==> src/rtl/crop_pkg.sv <==
// Shared types and helpers for the crop engine: FSM state encoding and row padding.
package crop_pkg;

    typedef logic [2:0] crop_state_t;

    localparam crop_state_t S_IDLE  = 3'd0;
    localparam crop_state_t S_CHECK = 3'd1;
    localparam crop_state_t S_READ  = 3'd2;
    localparam crop_state_t S_WAIT  = 3'd3;
    localparam crop_state_t S_WRITE = 3'd4;
    localparam crop_state_t S_PAD   = 3'd5;
    localparam crop_state_t S_DONE  = 3'd6;

    // Component counter width; BPP is limited to 1..4.
    localparam int unsigned C_W = 2;

    // Zero bytes needed to bring a row up to a 4-byte multiple.
    function automatic logic [1:0] pad_bytes(input logic [31:0] row_bytes);
        return 2'(3'd4 - {1'b0, row_bytes[1:0]});
    endfunction

endpackage

==> src/rtl/crop_addr_gen.sv <==
// Window walker: x/y/component counters and the source byte address of the next read.
module crop_addr_gen
    import crop_pkg::*;
#(
    parameter int unsigned WIDTH   = 100,
    parameter int unsigned BPP     = 3,
    parameter int unsigned COORD_W = 11,
    parameter int unsigned ADDR_W  = 24
) (
    input  logic               clk,
    input  logic               rst_n,
    input  logic               i_load,
    input  logic               i_step,
    input  logic               i_next_row,
    input  logic [COORD_W-1:0] i_x_min,
    input  logic [COORD_W-1:0] i_x_max,
    input  logic [COORD_W-1:0] i_y_min,
    input  logic [COORD_W-1:0] i_y_max,
    input  logic               i_mirror,
    output logic [ADDR_W-1:0]  o_addr_c,
    output logic               o_last_byte_c,
    output logic               o_last_row_c
);

    logic [COORD_W-1:0] r_x;
    logic [COORD_W-1:0] r_y;
    logic [C_W-1:0]     r_c;
    logic [COORD_W-1:0] w_x_nxt;
    logic [COORD_W-1:0] w_y_nxt;
    logic [C_W-1:0]     w_c_nxt;
    logic [COORD_W-1:0] w_x_first;
    logic [COORD_W-1:0] w_x_last;
    logic               w_c_last;

    assign w_x_first = i_mirror ? i_x_max : i_x_min;
    assign w_x_last  = i_mirror ? i_x_min : i_x_max;
    assign w_c_last  = (r_c == C_W'(BPP - 1));

    assign o_last_byte_c = w_c_last && (r_x == w_x_last);
    assign o_last_row_c  = (r_y == i_y_min);

    // Next position; components stay in source order regardless of mirroring.
    always_comb begin
        w_x_nxt = r_x;
        w_y_nxt = r_y;
        w_c_nxt = r_c;
        if (i_load) begin
            w_x_nxt = w_x_first;
            w_y_nxt = i_y_max;
            w_c_nxt = '0;
        end else if (i_next_row) begin
            w_x_nxt = w_x_first;
            w_y_nxt = r_y - COORD_W'(1);
            w_c_nxt = '0;
        end else if (i_step) begin
            if (!w_c_last) begin
                w_c_nxt = r_c + C_W'(1);
            end else begin
                w_c_nxt = '0;
                w_x_nxt = i_mirror ? (r_x - COORD_W'(1)) : (r_x + COORD_W'(1));
            end
        end
    end

    // Address is formed from the next position so the top can register it on READ entry.
    assign o_addr_c = (ADDR_W'(w_y_nxt) * ADDR_W'(WIDTH) + ADDR_W'(w_x_nxt)) * ADDR_W'(BPP)
                      + ADDR_W'(w_c_nxt);

    always_ff @(posedge clk or negedge rst_n) begin
        if (!rst_n) begin
            r_x <= '0;
            r_y <= '0;
            r_c <= '0;
        end else begin
            r_x <= w_x_nxt;
            r_y <= w_y_nxt;
            r_c <= w_c_nxt;
        end
    end

endmodule

==> src/rtl/crop_engine.sv <==
// Crop engine: copies a validated source window bottom-up into a 4-byte padded BMP pixel array.
module crop_engine
    import crop_pkg::*;
#(
    parameter int unsigned WIDTH    = 100,
    parameter int unsigned HEIGHT   = 100,
    parameter int unsigned BPP      = 3,
    parameter int unsigned COORD_W  = 11,
    parameter int unsigned ADDR_W   = 24,
    parameter int unsigned OUT_BASE = 54,
    parameter int unsigned RD_LAT   = 1
) (
    input  logic               clk,
    input  logic               rst_n,
    input  logic               i_start,
    input  logic [COORD_W-1:0] i_x_min,
    input  logic [COORD_W-1:0] i_x_max,
    input  logic [COORD_W-1:0] i_y_min,
    input  logic [COORD_W-1:0] i_y_max,
    input  logic               i_mirror_x,
    output logic               o_busy,
    output logic               o_done,
    output logic               o_err,
    output logic [ADDR_W-1:0]  o_rd_addr,
    output logic               o_rd_en,
    input  logic [7:0]         i_rd_data,
    output logic [ADDR_W-1:0]  o_wr_addr,
    output logic [7:0]         o_wr_data,
    output logic               o_wr_en,
    output logic [ADDR_W-1:0]  o_out_bytes
);

    localparam int unsigned LAT_W    = (RD_LAT > 2) ? $clog2(RD_LAT) : 1;
    localparam int unsigned LAT_INIT = (RD_LAT > 1) ? (RD_LAT - 2) : 0;

    crop_state_t        r_state;
    crop_state_t        w_state_nxt;
    logic [COORD_W-1:0] r_x_min, r_x_max, r_y_min, r_y_max;
    logic               r_mirror;
    logic [ADDR_W-1:0]  r_ptr;
    logic [LAT_W-1:0]   r_lat;
    logic [1:0]         r_pad_left;
    logic               r_wr_pad;
    logic               r_busy, r_done, r_err, r_rd_en, r_wr_en;
    logic [ADDR_W-1:0]  r_rd_addr, r_wr_addr, r_out_bytes;

    logic               w_load, w_step, w_next_row;
    logic               w_invalid, w_last_byte, w_last_row;
    logic [ADDR_W-1:0]  w_addr_nxt, w_row_bytes;
    logic [1:0]         w_pad;
    logic [COORD_W-1:0] w_cfg_x_min, w_cfg_x_max, w_cfg_y_min, w_cfg_y_max;
    logic               w_cfg_mirror;

    // The walker sees the live inputs on the load cycle, the latched window afterwards.
    assign w_cfg_x_min  = w_load ? i_x_min    : r_x_min;
    assign w_cfg_x_max  = w_load ? i_x_max    : r_x_max;
    assign w_cfg_y_min  = w_load ? i_y_min    : r_y_min;
    assign w_cfg_y_max  = w_load ? i_y_max    : r_y_max;
    assign w_cfg_mirror = w_load ? i_mirror_x : r_mirror;

    assign w_invalid = (r_x_min > r_x_max) || (r_y_min > r_y_max) ||
                       (r_x_max >= COORD_W'(WIDTH)) || (r_y_max >= COORD_W'(HEIGHT));
    assign w_row_bytes = (ADDR_W'(r_x_max) - ADDR_W'(r_x_min) + ADDR_W'(1)) * ADDR_W'(BPP);
    assign w_pad       = pad_bytes(32'(w_row_bytes));

    crop_addr_gen #(
        .WIDTH   (WIDTH),
        .BPP     (BPP),
        .COORD_W (COORD_W),
        .ADDR_W  (ADDR_W)
    ) u_addr_gen (
        .clk           (clk),
        .rst_n         (rst_n),
        .i_load        (w_load),
        .i_step        (w_step),
        .i_next_row    (w_next_row),
        .i_x_min       (w_cfg_x_min),
        .i_x_max       (w_cfg_x_max),
        .i_y_min       (w_cfg_y_min),
        .i_y_max       (w_cfg_y_max),
        .i_mirror      (w_cfg_mirror),
        .o_addr_c      (w_addr_nxt),
        .o_last_byte_c (w_last_byte),
        .o_last_row_c  (w_last_row)
    );

    always_ff @(posedge clk or negedge rst_n) begin
        if (!rst_n) r_state <= S_IDLE;
        else        r_state <= w_state_nxt;
    end

    always_comb begin
        w_state_nxt = r_state;
        w_load      = 1'b0;
        w_step      = 1'b0;
        w_next_row  = 1'b0;
        case (r_state)
            S_IDLE, S_DONE: begin
                if (i_start) begin
                    w_state_nxt = S_CHECK;
                    w_load      = 1'b1;
                end
            end
            S_CHECK: w_state_nxt = w_invalid ? S_DONE : S_READ;
            S_READ:  w_state_nxt = (RD_LAT == 1) ? S_WRITE : S_WAIT;
            S_WAIT: begin
                if (r_lat == '0) w_state_nxt = S_WRITE;
            end
            S_WRITE: begin
                if (!w_last_byte) begin
                    w_step      = 1'b1;
                    w_state_nxt = S_READ;
                end else if (w_pad != 2'd0) begin
                    w_state_nxt = S_PAD;
                end else if (w_last_row) begin
                    w_state_nxt = S_DONE;
                end else begin
                    w_next_row  = 1'b1;
                    w_state_nxt = S_READ;
                end
            end
            S_PAD: begin
                if (r_pad_left == 2'd1) begin
                    if (w_last_row) begin
                        w_state_nxt = S_DONE;
                    end else begin
                        w_next_row  = 1'b1;
                        w_state_nxt = S_READ;
                    end
                end
            end
            default: w_state_nxt = S_IDLE;
        endcase
    end

    // Strobes are registered from the next state so they line up exactly with READ/WRITE/PAD.
    always_ff @(posedge clk or negedge rst_n) begin
        if (!rst_n) begin
            r_x_min     <= '0;
            r_x_max     <= '0;
            r_y_min     <= '0;
            r_y_max     <= '0;
            r_mirror    <= 1'b0;
            r_ptr       <= '0;
            r_lat       <= '0;
            r_pad_left  <= '0;
            r_wr_pad    <= 1'b0;
            r_busy      <= 1'b0;
            r_done      <= 1'b0;
            r_err       <= 1'b0;
            r_rd_en     <= 1'b0;
            r_wr_en     <= 1'b0;
            r_rd_addr   <= '0;
            r_wr_addr   <= '0;
            r_out_bytes <= '0;
        end else begin
            r_rd_en  <= (w_state_nxt == S_READ);
            r_wr_en  <= (w_state_nxt == S_WRITE) || (w_state_nxt == S_PAD);
            r_wr_pad <= (w_state_nxt == S_PAD);
            if (w_state_nxt == S_READ) r_rd_addr <= w_addr_nxt;
            if ((w_state_nxt == S_WRITE) || (w_state_nxt == S_PAD)) begin
                r_wr_addr <= r_ptr;
                r_ptr     <= r_ptr + ADDR_W'(1);
            end
            if (w_load) begin
                r_x_min     <= i_x_min;
                r_x_max     <= i_x_max;
                r_y_min     <= i_y_min;
                r_y_max     <= i_y_max;
                r_mirror    <= i_mirror_x;
                r_busy      <= 1'b1;
                r_done      <= 1'b0;
                r_err       <= 1'b0;
                r_out_bytes <= '0;
                r_ptr       <= ADDR_W'(OUT_BASE);
            end
            if (r_state == S_READ)      r_lat <= LAT_W'(LAT_INIT);
            else if (r_state == S_WAIT) r_lat <= r_lat - LAT_W'(1);
            if ((r_state == S_WRITE) && (w_state_nxt == S_PAD)) r_pad_left <= w_pad;
            else if (r_state == S_PAD)                          r_pad_left <= r_pad_left - 2'd1;
            if ((w_state_nxt == S_DONE) && (r_state != S_DONE)) begin
                r_busy      <= 1'b0;
                r_done      <= 1'b1;
                r_err       <= (r_state == S_CHECK);
                r_out_bytes <= (r_state == S_CHECK) ? '0 : (r_ptr - ADDR_W'(OUT_BASE));
            end
        end
    end

    assign o_busy      = r_busy;
    assign o_done      = r_done;
    assign o_err       = r_err;
    assign o_rd_en     = r_rd_en;
    assign o_rd_addr   = r_rd_addr;
    assign o_wr_en     = r_wr_en;
    assign o_wr_addr   = r_wr_addr;
    assign o_out_bytes = r_out_bytes;
    // Source data arrives in the WRITE cycle itself, so it is forwarded rather than registered.
    assign o_wr_data   = (r_wr_en && !r_wr_pad) ? i_rd_data : 8'h00;

endmodule
==> config.mk <==
export PLATFORM = sky130hd
export DESIGN_NAME = crop_engine
export DESIGN_NICKNAME = d
export VERILOG_FILES = /design/src/rtl/crop_pkg.sv /design/src/rtl/crop_addr_gen.sv /design/src/rtl/crop_engine.sv
export SDC_FILE = /design/constraint.sdc
export NUM_CORES = 1
export LEC_CHECK = 0
export BUFFER_PORTS_ARGS = -buffer_cell sky130_fd_sc_hd__buf_2
export CAP_MARGIN = 20
export CORE_MARGIN = 1
export CORE_UTILIZATION = 60
export CTS_CLUSTER_SIZE = 30
export DETAILED_ROUTE_END_ITERATION = 10
export PLACE_DENSITY = 0.88
export SLEW_MARGIN = 20
export SYNTH_ARGS = -nofsm -noshare
export SYNTH_HDL_FRONTEND = slang
export SYNTH_SLANG_ARGS = --single-unit
==> constraint.sdc <==
create_clock -name clk -period 8.5 [get_ports clk]
set_input_delay 0.85 -clock clk [delete_from_list [all_inputs] [get_ports clk]]
set_output_delay 0.85 -clock clk [all_outputs]
set_load 0.01 [all_outputs]
# == Word-level counts from Yosys, hierarchy flattened ==
# Index checks and enable logic that the tools add are counted.
# totals
ff_bits,177
latchBits,0
mem_bits_rw,0
mem_bits_ro,0
input_bits,56
output_inout_bits,85
elab_cells,121
n_memories,0
# classes
add_sub_neg,13
mul,3
div,0
n_lt_le_gt_ge,4
n_eq_ne,15
shift,0
muxes,49
n_bitwise,0
reduce_logical,16
# op_table
operator,n
$mux W11,12
$mux W24,5
$add A24 B1 Y24 const B,1
$add A24 B2 Y24,1
$mul A24 B2 Y24 const B,1
$sub A24 B6 Y24 const B,1
$eq A11 B11 Y1,2
$ge A11 B7 Y1 const B,2
$gt A11 B11 Y1,2
$sub A11 B1 Y11 const B,2
$mux W3,7
$add A18 B11 Y19,1
$eq A3 B3 Y1 const B,6
$pmux W3 S6,1
$mul A11 B5 Y16 const B,1
$mux W1,16
$add A12 B2 Y13 const B,1
$mul A13 B3 Y2 const B,1
$mux W2,6
$sub A11 B11 Y12,1
$add A11 B1 Y11 const B,1
$reduce_bool A2 Y1,5
$eq A3 B2 Y1 const B,3
$mux W8,1
other kinds (14),20

# == Longest topological paths before layout ==
# depth
word_depth,15
depth_mapped,38
ltp_nobuf,36

# == Cells and area by module ==
# From an unflattened synthesis, not the netlist that was laid out.
# unflattened
hier_cells,1348
hier_area_um2,12281.8
# by_module_without_submodules
module,n_inst,cells_per_inst,area_per_inst_um2,seq_area_each_um2
crop_engine,1,761,7363.3,3828.7
crop_addr_gen,1,587,4918.5,600.6

# == Least setup slack after synthesis ==
# Ideal clock, no wire load.
# synth_timing
kind,input port to flip-flop
start,in i_mirror_x
end,"reg r_rd_addr[17], in the netlist o_rd_addr[17]"
setup_ns,0.125
t_arrival_ns,8.115
t_required_ns,8.375
slack_ns,0.261
path_stages,36
n_path_buf,2
cell_sequence,buf_2 -> mux2i_1 -> nand3_1 -> a2111o_1 -> a211oi_2 -> nand4_1 -> a21o_1 -> clkbuf_1 -> nor4_1 -> xnor2_1 -> o21ai_0 -> ha_1 -> ha_1 -> ha_1 -> xor2_1 -> ha_1 -> nor2b_1 -> o21ai_0 -> nand2_1 -> nor2_1 -> nor2_1 -> ha_1 -> a21o_1 -> a31o_2 -> xor2_1 -> ha_1 -> ha_1 -> nand2_1 -> nor2_1 -> o311a_1 -> o41ai_1 -> a21oi_1 -> o21a_1 -> nor2_1 -> xnor2_1 -> mux2_2
# synth_between
elab_chain_cells,12
elab_cells_between_ends,26
classes_between,add/sub (2); mul (2); eq/ne (2); mux (19); reduce/logical (1)
# synth_rtl
item,line_no,text
start: declaration,crop_engine.sv:20,"input logic i_mirror_x,"
$mux W1,--,
$mux W11,crop_addr_gen.sv:36,assign w_x_last = i_mirror ? i_x_min : i_x_max;
$eq A11 B11 Y1,crop_addr_gen.sv:39,assign o_last_byte_c = w_c_last && (r_x == w_x_last);
$logic_and A1 B1 Y1,crop_addr_gen.sv:39,
$mux W1,crop_engine.sv:110,if (!w_last_byte) begin
$pmux W1 S2,crop_engine.sv:97,case (r_state)
$mux W11,crop_addr_gen.sv:51,end else if (i_next_row) begin
$mux W11,crop_addr_gen.sv:47,if (i_load) begin
named net u_addr_gen.w_y_nxt[3],crop_addr_gen.sv:29,logic [COORD_W-1:0] w_y_nxt;
$mul A11 B5 Y16,crop_addr_gen.sv:66,assign o_addr_c = (ADDR_W'(w_y_nxt) * ADDR_W'(WIDTH) + ADDR_W'(w_x_nxt)) * ADDR_W'(BPP)
$add A18 B11 Y19,crop_addr_gen.sv:66,
$mul A24 B2 Y24,crop_addr_gen.sv:66,
$add A24 B2 Y24,crop_addr_gen.sv:67,+ ADDR_W'(w_c_nxt);
end signal: assignment,crop_engine.sv:160,if (w_state_nxt == S_READ) r_rd_addr <= w_addr_nxt;
end: declaration,crop_engine.sv:45,"logic [ADDR_W-1:0] r_rd_addr, r_wr_addr, r_out_bytes;"
# The timed path passes the listed nets, and every way through them passes these cells.
# A chain may end at the register's enable or synchronous reset.

# == Worst setup path in the final report ==
# layout_timing
start,in i_mirror_x
end,"reg r_rd_addr[17], in the netlist o_rd_addr[17]"
# layout_between
elab_chain_cells,12
elab_cells_between_ends,26
classes_between,add/sub (2); mul (2); eq/ne (2); mux (19); reduce/logical (1)
# layout_rtl
item,line_no
$mux W1 *,--
$mux W11,crop_addr_gen.sv:36
$eq A11 B11 Y1,crop_addr_gen.sv:39
$logic_and A1 B1 Y1,crop_addr_gen.sv:39
$mux W1,crop_engine.sv:110
$pmux W1 S2 or $mux W1 (tied branches),crop_engine.sv:97
$mux W11 (on tied branches),"crop_addr_gen.sv:51, crop_addr_gen.sv:55"
$mux W11 (on tied branches),"crop_addr_gen.sv:47, crop_addr_gen.sv:51"
$mul A11 B5 Y16 or $mux W11 (tied branches),"crop_addr_gen.sv:66, crop_addr_gen.sv:47"
$add A18 B11 Y19,crop_addr_gen.sv:66
$mul A24 B2 Y24,crop_addr_gen.sv:66
$add A24 B2 Y24,crop_addr_gen.sv:67
# Every way passes the cells marked *; elsewhere a longest branch is shown, timed or not.

==> impl_metrics.yaml <==
final_layout:
  layout_commonest_cell: "nand2_1"
  most-common-layout-cells: "231 x nand2_1, 171 x dfrtp_1, 135 x buf_2"
  final_nets: 1717
  insertedDiodeCount: 0
  nFillCells: 1500
  stdcell_area_mm2: 0.0143
  register_area_mm2: 0.00436
  multi_input_area_mm2: 0.00767
  drive_above_1_share: 0.166
  syn2layout_area_growth_pct: 13.1
yosys:
  synth-async-reset-ratio: 1.00
  synthAdderAreaFrac: 0.135
  synth-simple-area-share: 0.182
  post_synth_xor_area_fraction: 0.0608
  synth_ff_type: "dfrtp_1"
  synth_top_family_by_area: "simple AND/OR/NAND/NOR gates"
  syn_inst: 1416
  syn_area_mm2: 0.0126
  yosysSeqAreaShare: 0.344
  yosys.area.top_type: "dfrtp_1"
  synthMuxAreaShare: 0.0740
  synth_warnings: 0
  netlist_top_cells_area: "dfrtp_1 34%, ha_1 12%, nand2_1 6.9%, mux2i_1 5.6%, xnor2_1 3.6%"
  synth_edf_count: 0
  ys_types: 75
  syn_area_per_cell_um2: 8.93
  synth_compound_area_frac: 0.148
  ys_ff_latch: 174
  yosysTopAreaCellShare: 0.344
grt:
  grt_remaining_overflow: 0
  first_global_vias: 11000
  grt_use_total: 0.306
  antenna_found_initial: 0
  grt_pass1_wl_mm: 53.2
  grt_max_degree: 94
die:
  rows: 52
  die_area_mm2: 0.0217
  core_mm2: 0.0204
  start_util: 0.619
  die_w_um: 147
  io_pins: 141
  die_y_um: 147
critical_path:
  rr_worst_depth: 35
  cp.arrival_ps: 8480
  cp-end-kind: "flip-flop"
  r2r_slack_ps: 380
  rr_endpoint: "o_rd_addr[17]"
  r2r-start: "r_state[2]"
  crit_fanout: 10
  crit_top_cell: "ha_1"
  criticalPathCategory: "in -> reg"
  crit_required_ps: 8840
  cp_slowest_stage_delay_ps: 460
  start_kind: "input pin"
  critPathSlowestCell: "fa_1"
sta:
  period_needed_ps: 8140
  post-route-period-util: 0.958
  rsz0062_at_grt: "false"
  maxSlewViolCount: 0
  fin_skew_ps: 18.6
  max_freq_mhz: 123
  relSlewSlack: 0.423
  holdWs_ps: 476
  final-hold-violation-count: 0
  setup_viol: 0
  max_slew.worst_pin.slew_ps: 865
job:
  cap_violations: 0
clocking:
  clk_path_buf_depth: 2
  holdBufCountCts: 0
  cts_tree: "built"
  root_buffer: "clkbuf_16"
  clk_pin_slew_ps: 90
  clk_latency_ps: 460
  cts_htree_levels: 4
  cts_made_buffers: 17
  clock-sinks: 174
min_path:
  hp-class: "reg -> reg"
  holdPathEnd: "o_wr_addr[21]"
  min_from: "o_wr_addr[21]"
  min_path_cells: 2
placed_design:
  place.gp.congestion: 0.953
  portBuffers: 137
  post_dp_cell_area_mm2: 0.0136
  hpwl_mm: 23.5
outcome:
  status: "finished, final reports clean"
drt:
  drt-total-wl_mm: 32.3
  dr.pass1.iters: 5
  via_per_inst: 6.19
  drcViolationCount: 0
  wire_per_inst_um: 17.8
  vias: 11200
  ant_nets: 0
  drt_iter0_drc: 929
-- critical path, delay by kind of cell --
kind	cells	cell delay [ps]
compound gates	12	2840
fa+ha+maj	7	2340
xor+xnor	2	260
simple gates	9	1070
buf+inv	4	630
mux	2	470
-- flip-flops by register name, summed over array words and instances, names as in the netlist --
name,flops
o_busy,1
o_done,1
o_err,1
o_out_bytes,24
o_rd_addr,21
o_rd_en,1
o_wr_addr,24
o_wr_en,1
r_lat,1
r_mirror,1
r_pad_left,2
r_ptr,24
r_state,3
r_wr_pad,1
r_x_max,11
r_x_min,11
r_y_max,11
r_y_min,11
u_addr_gen.r_c,2
u_addr_gen.r_x,11
u_addr_gen.r_y,11
-- cells in the mapped netlist, drive strengths merged (20+ instances only) --
cell type and instances:
ha 120, mux2 20, clkbuf 46, nor2 64
inv 91, dfrtp 174, nor3 24, buf 30
nand3 27, mux2i 71, nor4 23, xnor2 53
a211oi 23, xor2 34, o21ai 82, a21oi 60
nand2 232
-- kinds of logic (layout without fill, tap and decap cells) --
| group | count (synthesis) | count (layout) |
|---|---|---|
| compound gates | 284 | 284 |
| xor+xnor | 87 | 87 |
| fa+ha+maj | 130 | 130 |
| buf+inv | 167 | 293 |
| flops | 174 | 174 |
| mux | 91 | 91 |
| other cells | 1 | 3 |
| simple gates | 482 | 482 |
-- stage by stage --
| stage | std cells | util | setup slack, ps | TNS, ps |
|---|---|---|---|---|
| 2_1_floorplan | 1418 | - | 261 | 0 |
| 3_5_place_dp | 1778 | 0.664 | -563 | -1570 |
| 5_1_grt | 1814 | 0.700 | 12.1 | 0 |
| 6_report | 1814 | 0.700 | 359 | 0 |
| 3_3_place_gp | 1778 | 0.664 | -150 | -225 |
| 4_1_cts | 1810 | 0.697 | 167 | 0 |
-- area by class of cell --
| type | count | share of cell area |
|---|---|---|
| clock inverters | 15 | 0.0151 |
| flip-flops and latches | 174 | 0.305 |
| repair buffers | 170 | 0.0664 |
| well taps | 270 | 0.0236 |
| inverters | 91 | 0.0239 |
| clock buffers | 17 | 0.0297 |
| multi-input cells | 1077 | 0.536 |
-- metal layers --
layer / track usage / routed length (µm)
met1: 0.368 / 13100
met2: 0.530 / 15800
met3: 0.0503 / 2050
met4: 0.151 / 1390
met5: 0 / 0
-- how the worst max path moves through the flow --
stage / start / end / slack [ps] / cells past startpoint
final: i_mirror_x / o_rd_addr[17] / 360 / 36
after global placement: i_start / o_rd_addr[17] / -150 / 34
after detailed placement: i_start / o_rd_addr[17] / -560 / 33
after floorplan: i_mirror_x / o_rd_addr[17] / 260 / 36
after global routing: i_mirror_x / o_rd_addr[17] / 10 / 34
after CTS: r_state[1] / o_rd_addr[17] / 170 / 34
-- what timing repair did --
item / 4_1_cts / 5_1_grt
cloned: 0 / 0
gates resized for setup: 6 / 11
pin swaps: 0 / 3
endpoints found under the setup margin: 3 / 6
setup buffers: 0 / 4
Power is left out: the tool's default activity adds up to more than one toggle a clock period on the data nets, which glitch-free logic cannot reach.
